## config.mk

```make
export PLATFORM = sky130hd
export DESIGN_NAME = lab3_g29_gate_test_sequencer
export DESIGN_NICKNAME = d
export VERILOG_FILES = /design/src/rtl/lab3_g29_pkg.sv /design/src/rtl/lab3_g29_gate_test_sequencer_settle_timer.sv /design/src/rtl/lab3_g29_gate_test_sequencer.sv
export SDC_FILE = /design/constraint.sdc
export NUM_CORES = 1
export LEC_CHECK = 0
export ABC_AREA = 0
export CAP_MARGIN = 20
export CORE_MARGIN = 4
export CORE_UTILIZATION = 51
export CTS_CLUSTER_DIAMETER = 40
export DETAILED_ROUTE_END_ITERATION = 8
export PLACE_DENSITY_LB_ADDON = 0.25
export SLEW_MARGIN = 5
export SYNTH_ARGS = -nofsm -noshare
export SYNTH_HDL_FRONTEND = slang
export SYNTH_HIERARCHICAL = 1
export SYNTH_SLANG_ARGS = --single-unit
```

## constraint.sdc

```tcl
create_clock -name clk -period 1.85 [get_ports clk]
set_input_delay 0.37 -clock clk [delete_from_list [all_inputs] [get_ports clk]]
set_output_delay 0.37 -clock clk [all_outputs]
set_load 0.02 [all_outputs]
```

## src/rtl/lab3_g29_pkg.sv

```systemverilog
// Shared types and constants for the gate test sequencer.
package lab3_g29_pkg;

   typedef enum logic [1:0] {
      IDLE   = 2'd0,
      DRIVE  = 2'd1,
      SAMPLE = 2'd2,
      DONE   = 2'd3
   } state_t;

   localparam int unsigned NUM_VECTORS = 4;

   // Truth tables: bit i is the required output for vector i = {a, b}.
   localparam logic [3:0] TT_NOR = 4'b0001;
   localparam logic [3:0] TT_AND = 4'b1000;
   localparam logic [3:0] TT_OR  = 4'b1110;
   localparam logic [3:0] TT_XOR = 4'b0110;

   // Index of the final vector in a run.
   localparam logic [1:0] LAST_IDX = 2'(NUM_VECTORS - 1);

endpackage

```

## src/rtl/lab3_g29_gate_test_sequencer_settle_timer.sv

```systemverilog
// Load/count-down timer that measures how long a vector is held before sampling.
module lab3_g29_settle_timer #(
   parameter int unsigned SETTLE = 2
) (
   input  logic clk,
   input  logic reset,
   input  logic load,
   input  logic en,
   output logic zero
);

   localparam int unsigned W = (SETTLE + 1 > 1) ? $clog2(SETTLE + 1) : 1;
   localparam logic [W-1:0] LOAD_VAL = W'(SETTLE - 1);
   localparam logic [W-1:0] ONE      = W'(1);

   logic [W-1:0] cnt;

   // Loading SETTLE-1 makes zero rise on the SETTLE-th enabled cycle.
   always_ff @(posedge clk) begin
      if (reset) begin
         cnt <= '0;
      end else if (load) begin
         cnt <= LOAD_VAL;
      end else if (en && (cnt != '0)) begin
         cnt <= cnt - ONE;
      end
   end

   // Zero flag drives the DRIVE -> SAMPLE decision.
   always_comb begin
      zero = (cnt == '0);
   end

endmodule

```

## src/rtl/lab3_g29_gate_test_sequencer.sv

```systemverilog
// Steps a 2-input gate through all four input vectors and checks each
// sampled output against a latched truth table.
module lab3_g29_gate_test_sequencer
   import lab3_g29_pkg::*;
#(
   parameter int unsigned SETTLE = 2
) (
   input  logic       clk,
   input  logic       reset,
   input  logic       start,
   input  logic [3:0] expected,
   input  logic       y_i,
   output logic       a_o,
   output logic       b_o,
   output logic       busy,
   output logic       done,
   output logic       pass,
   output logic [3:0] err_mask,
   output logic [2:0] err_count
);

   state_t     state;
   state_t     state_next;
   logic [1:0] idx;
   logic [1:0] idx_inc;
   logic [3:0] expected_q;
   logic       pass_q;
   logic       timer_load;
   logic       timer_en;
   logic       timer_zero;
   logic       accept;
   logic       mismatch;

   // Strobes shared by the timer and the datapath.
   always_comb begin
      accept     = (state == IDLE) && start;
      mismatch   = (y_i != expected_q[idx]);
      idx_inc    = idx + 2'd1;
      timer_load = accept || ((state == SAMPLE) && (idx != LAST_IDX));
      timer_en   = (state == DRIVE);
   end

   lab3_g29_settle_timer #(
      .SETTLE (SETTLE)
   ) u_settle_timer (
      .clk   (clk),
      .reset (reset),
      .load  (timer_load),
      .en    (timer_en),
      .zero  (timer_zero)
   );

   // State register.
   always_ff @(posedge clk) begin
      if (reset) begin
         state <= IDLE;
      end else begin
         state <= state_next;
      end
   end

   // Next-state logic.
   always_comb begin
      state_next = state;
      unique case (state)
         IDLE:    if (start) state_next = DRIVE;
         DRIVE:   if (timer_zero) state_next = SAMPLE;
         SAMPLE:  state_next = (idx == LAST_IDX) ? DONE : DRIVE;
         DONE:    state_next = IDLE;
         default: state_next = IDLE;
      endcase
   end

   // Vector index, gate inputs, latched table and result registers.
   always_ff @(posedge clk) begin
      if (reset) begin
         idx        <= 2'd0;
         a_o        <= 1'b0;
         b_o        <= 1'b0;
         expected_q <= 4'd0;
         err_mask   <= 4'd0;
         err_count  <= 3'd0;
         pass_q     <= 1'b0;
      end else begin
         unique case (state)
            IDLE: begin
               a_o <= 1'b0;
               b_o <= 1'b0;
               if (start) begin
                  expected_q <= expected;
                  err_mask   <= 4'd0;
                  err_count  <= 3'd0;
                  pass_q     <= 1'b0;
                  idx        <= 2'd0;
               end
            end
            SAMPLE: begin
               if (mismatch) begin
                  err_mask[idx] <= 1'b1;
                  err_count     <= err_count + 3'd1;
               end
               // Inputs only move here, so the gate never sees a mid-settle change.
               if (idx != LAST_IDX) begin
                  idx <= idx_inc;
                  a_o <= idx_inc[1];
                  b_o <= idx_inc[0];
               end
            end
            DONE: begin
               pass_q <= (err_mask == 4'd0);
               a_o    <= 1'b0;
               b_o    <= 1'b0;
            end
            default: ;
         endcase
      end
   end

   // Status outputs; pass is live in DONE so it is valid with the done pulse.
   always_comb begin
      busy = (state == DRIVE) || (state == SAMPLE);
      done = (state == DONE);
      pass = (state == DONE) ? (err_mask == 4'd0) : pass_q;
   end

endmodule

```

# Word-level counts from Yosys, hierarchy flattened
# Index checks and enable logic that the tools add are counted.
# totals
out_inout_bits	12
reg_bits	20
inputBits	8
elab_cells	74
# classes
magnitude_cmp	2
bitwise_logic	1
n_addsub	3
muxes	26
n_eq_ne	10
n_reduce_logical	22
# ops
op	count
$mux W2	5
$ne A2 B2 Y1 const B	5
$reduce_bool A2 Y1	5
$mux W1	8
$mux W4	2
$pmux W2 S4	1
$pmux W4 S2	1
$reduce_and A2 Y1	4
$eq A2 B2 Y1 const B	3
$mux W3	2
$pmux W1 S2	3
$pmux W3 S2	1
$reduce_and A3 Y1	2
$logic_and A1 B1 Y1	4
$logic_not A2 Y1	2
$logic_not A4 Y1	1
$or A4 B4 Y4	1
$pmux W2 S2	1
$reduce_or A2 Y1	2
$add A3 B1 Y3 const B	1
$lt A2 B3 Y1 const B	1
$add A2 B1 Y2 const B	1
$bmux W1 S2	1
$demux W1 S2	1
5 further kinds	6

# Logic depth before layout (Yosys ltp)
# depth
depth_word	7
mapped_depth	7
depth_no_buf	6

# Cells and area by module
# The synthesis kept the hierarchy.
# modules_own_cells
module	cells_each	seq_area_each_um2	area_per_inst_um2	instances
lab3_g29_gate_test_sequencer	122	360.3	1028.5	1
lab3_g29_settle_timer	11	40.0	123.9	1

# Worst setup path after synthesis
# No wires, ideal clock.
# synth_timing
path_kind	reg2reg
startpoint	register state[0]
endpoint	register u_settle_timer.cnt[0]
arrival_time_ps	1447
path_slack_ps	276
path_stages_with_launch	8
path_buffers	1
required_time_ps	1722
setup_ps	128
synth_period_minus_slack_ps	1574
path_cell_list	dfxtp_1 inv_1 ha_1 buf_2 nand2_1 o21ai_0 nor4bb_1 a211oi_1
# synth_between
elab_chain_cells	4
elab_cells_between_ends	9
cone_classes	eq/ne (2); mux (1); reduce/logical (6)
# synth_rtl
element	line_no	text
start: declaration	lab3_g29_gate_test_sequencer.sv:22	state_t state;
start signal: assignment	lab3_g29_gate_test_sequencer.sv:58	state <= state_next;
$eq A2 B2 Y1 / $logic_not A2 Y1 (equally long branches)	lab3_g29_gate_test_sequencer.sv:39, lab3_g29_gate_test_sequencer.sv:36	
$logic_and A1 B1 Y1, on equally long branches	lab3_g29_gate_test_sequencer.sv:39, lab3_g29_gate_test_sequencer.sv:36	
$logic_or A1 B1 Y1 *	lab3_g29_gate_test_sequencer.sv:39	timer_load = accept || ((state == SAMPLE) && (idx != LAST_IDX));
named net timer_load	lab3_g29_gate_test_sequencer.sv:28	logic timer_load;
$mux W1 / $reduce_bool A2 Y1 (equally long branches)	--	
end signal: assignment	lab3_g29_gate_test_sequencer_settle_timer.sv:25	cnt <= cnt - ONE;
end: declaration	lab3_g29_gate_test_sequencer_settle_timer.sv:16	logic [W-1:0] cnt;
# The timed path passes the listed nets; every way through them passes the cells marked *.
# A chain may end at the register's enable or synchronous reset.

# Worst setup path after layout
# layout_timing
startpoint	register state[0]
endpoint	output pass
# layout_between
elab_chain_cells	2
# layout_rtl
element	line_no	text
$eq A2 B2 Y1	lab3_g29_gate_test_sequencer.sv:123	pass = (state == DONE) ? (err_mask == 4'd0) : pass_q;
$mux W1	lab3_g29_gate_test_sequencer.sv:123	
end: declaration	lab3_g29_gate_test_sequencer.sv:17	output logic pass,
# No other way between the ends.

==> flow_summary.ini <==
[synthesis]
async_flop_share = 0
synthAdderAreaFrac = 0.109
yosys.area_share.simple = 0.224
ys_seq_elements = 20
synth_edf_count = 0
netlist_area_mm2 = 0.00115
synthDistinctLibCells = 38
synth_commonest_cells = dfxtp_1, nand2_1, ha_1, inv_1
synth_mux_area_frac = 0.0445
yosys_most_used_dff = dfxtp_1
yosysSeqAreaShare = 0.347
synth_nets = 151
synth_area_leader_cell = dfxtp_1
synth_top_area_frac = 0.347
yosys.cell_count.top_type = dfxtp_1
ys_warn_count = 6
synth-compound-area-share = 0.200
synth.avg_cell_area_um2 = 8.66
synth_xor_area_frac = 0.0152
synth_top_family_by_area = simple AND/OR/NAND/NOR gates
syn_inst = 133
synth_area_leaders = dfxtp_1, ha_1, nand2_1

[routing]
drtAntennaViolNets = 0
drt-wirelength-per-cell_um = 13.5
vias = 1048
drc_errors = 0
drt-total-wl_um = 2600
drt_pre_antenna_iters = 4
drt_first_iter_violations = 18
via_per_inst = 5.46

[setup_path]
reg2regPathDepth = 6
critPathMaxFanout = 3
start_kind = flop
crit_chain = ha_1, mux2_2, clkdlybuf4s15_2
r2r_setup_slack_ps = 160
critical_path_arrival_ps = 1450
critPathMaxStageDelay_ps = 370
startpoint = state[0]$_SDFFE_PP0P_
crit_path_end_kind = output port
critPathSlowestCell = dfxtp_2
crit_type = flop to output port
timing.rr.start = state[0]$_SDFFE_PP0P_
required_ps = 1480
rr_endpoint = err_count[1]$_SDFFE_PP0P_

[floorplanning]
die_h_um = 55.5
rows = 16
core-area_mm2 = 0.00206
die_x_um = 55.5
initial_core_util = 0.559
dieArea_mm2 = 0.00308
num_io_pins = 20

[clock_network]
cts.sinks = 20
cts_tree = built
clk_latency_ps = 300
root_buffer = clkbuf_4
path_clk_slew_ps = 120
ctsResizeCount = 8
cts_max_level = 1
postCtsSetupBuffers = 0
cts_buffer_depth = 2
cts_made_buffers = 3
holdBufCountCts = 0

[finish]
drive_gt1_frac = 0.182
design_area_mm2 = 0.00150
finalNetCount = 185
areaGrowthSynthToFinish_pct = 30.5
antenna_cells = 0
fin_cells = 192
fillers = 154
seq_area_um2 = 403
multi_input_area_um2 = 697

[sta]
hold_viol_final = 0
rsz0062_at_grt = no
fin_skew_ps = 8.80
period_minus_slack_ps = 1820
tightest_slew_ps = 361
drv_slew = 0
fin_crit_sh = 0.983
max_freq_mhz = 550
setup_viol = 0
relSlewSlack = 0.759

[worst_hold_path]
holdPathStages = 2
hold_path_end = expected_q[2]$_SDFFE_PP0P_
hp-start = expected_q[2]$_SDFFE_PP0P_
min_path_type = flop to flop

[place]
place_area_mm2 = 0.00146
dp.cells = 189
numPortBuffers = 19
gp_congestion = 0.801
dp_hpwl_um = 2070

[grt]
grt_pass1_vias = 1072
grtUsageTotal = 0.178
overflow = 0
grt_max_degree = 11
grt_pass1_wl_um = 4540
antenna_found_initial = 0

[power_and_ir_drop]
leakage_nw = 0.593
p_per_area_mw_per_mm2 = 1140
peakVddDrop_uv = 902

[status]
status = complete, no violations

[flow_run]
cap_violations = 0
critical path, delay by kind of cell, from the launching register on:
kind | cells | cell delay (ps)
buffers and inverters | 1 | 250
muxes | 1 | 340
DFF | 1 | 370
adders and majority gates | 1 | 180
final cells by class:
type,count,area share
clock buffers,3,0.0150
well taps,27,0.0225
inverters,10,0.0250
flip-flops and latches,20,0.268
repair buffers,35,0.206
multi-input cells,97,0.463
metrics by stage:
stage / utilization / hold slack, ps / setup TNS [ps] / total power [mW] / setup WS [ps]
after floorplan: - / 434 / 0 / 1.18 / 276
after global placement: 0.710 / 443 / 0 / 1.48 / 5.39
after detailed placement: 0.710 / 449 / -36.5 / 1.50 / -36.5
after CTS: 0.725 / 465 / 0 / 1.70 / 35.2
after global routing: 0.729 / 491 / 0 / 1.84 / 10.8
final: 0.729 / 466 / 0 / 1.72 / 31.3
state kept, by name, indices dropped and copies added, names as in the netlist:
signal,cells
pass_q,1
b_o,1
a_o,1
state,2
expected_q,4
idx,2
u_settle_timer/cnt,2
err_count,3
err_mask,4
where the power goes:
group	leakage [nW]	internal, mW	total (mW)	switching (mW)
registers	0.163	0.506	0.569	0.0636
clock network	0.0138	0.0759	0.212	0.136
logic	0.415	0.421	0.936	0.515
worst max path at each step:
stage	to	slack [ps]	cells after the start
floorplan	u_settle_timer/cnt[0]$_SDFFE_PP0P_	280	7
global placement	pass	5	3
detailed placement	pass	-40	3
CTS	pass	40	3
global route	pass	10	3
finish	pass	30	3
per-layer routing:
layer / share of wire / vias to the layer above / GRT usage
met5: 0 / - / 0
met2: 0.50 / 34 / 0.311
li1: - / 531 / -
met1: 0.42 / 476 / 0.211
met3: 0.063 / 7 / 0.0303
met4: 0.022 / 0 / 0.0799
placed cells by master, fill, tap and decap left out, types with 2 or more instances in the layout:
cell and n:
a211oi_1 2, a21oi_1 7, a31oi_1 2, a32oi_1 2, buf_4 16, clkbuf_4 3, clkdlybuf4s50_1 16, dfxtp_1 18
dfxtp_2 2, ha_1 10, inv_1 10, mux2i_1 4, nand2_1 19, nand2b_1 4, nand3_1 6, nand3b_1 3
nor2_1 7, nor2b_1 3, o211ai_1 2, o21ai_0 5, o21ai_1 2, xnor2_1 2
cell families after synthesis:
kind of cell / after synthesis
AOI/OAI and AO/OA: 29
DFF: 20
muxes: 5
and+or+nand+nor: 51
adders and majority gates: 10
buffers and inverters: 16
xor gates and xnor gates: 2
(Power assumes the default switching activity.)
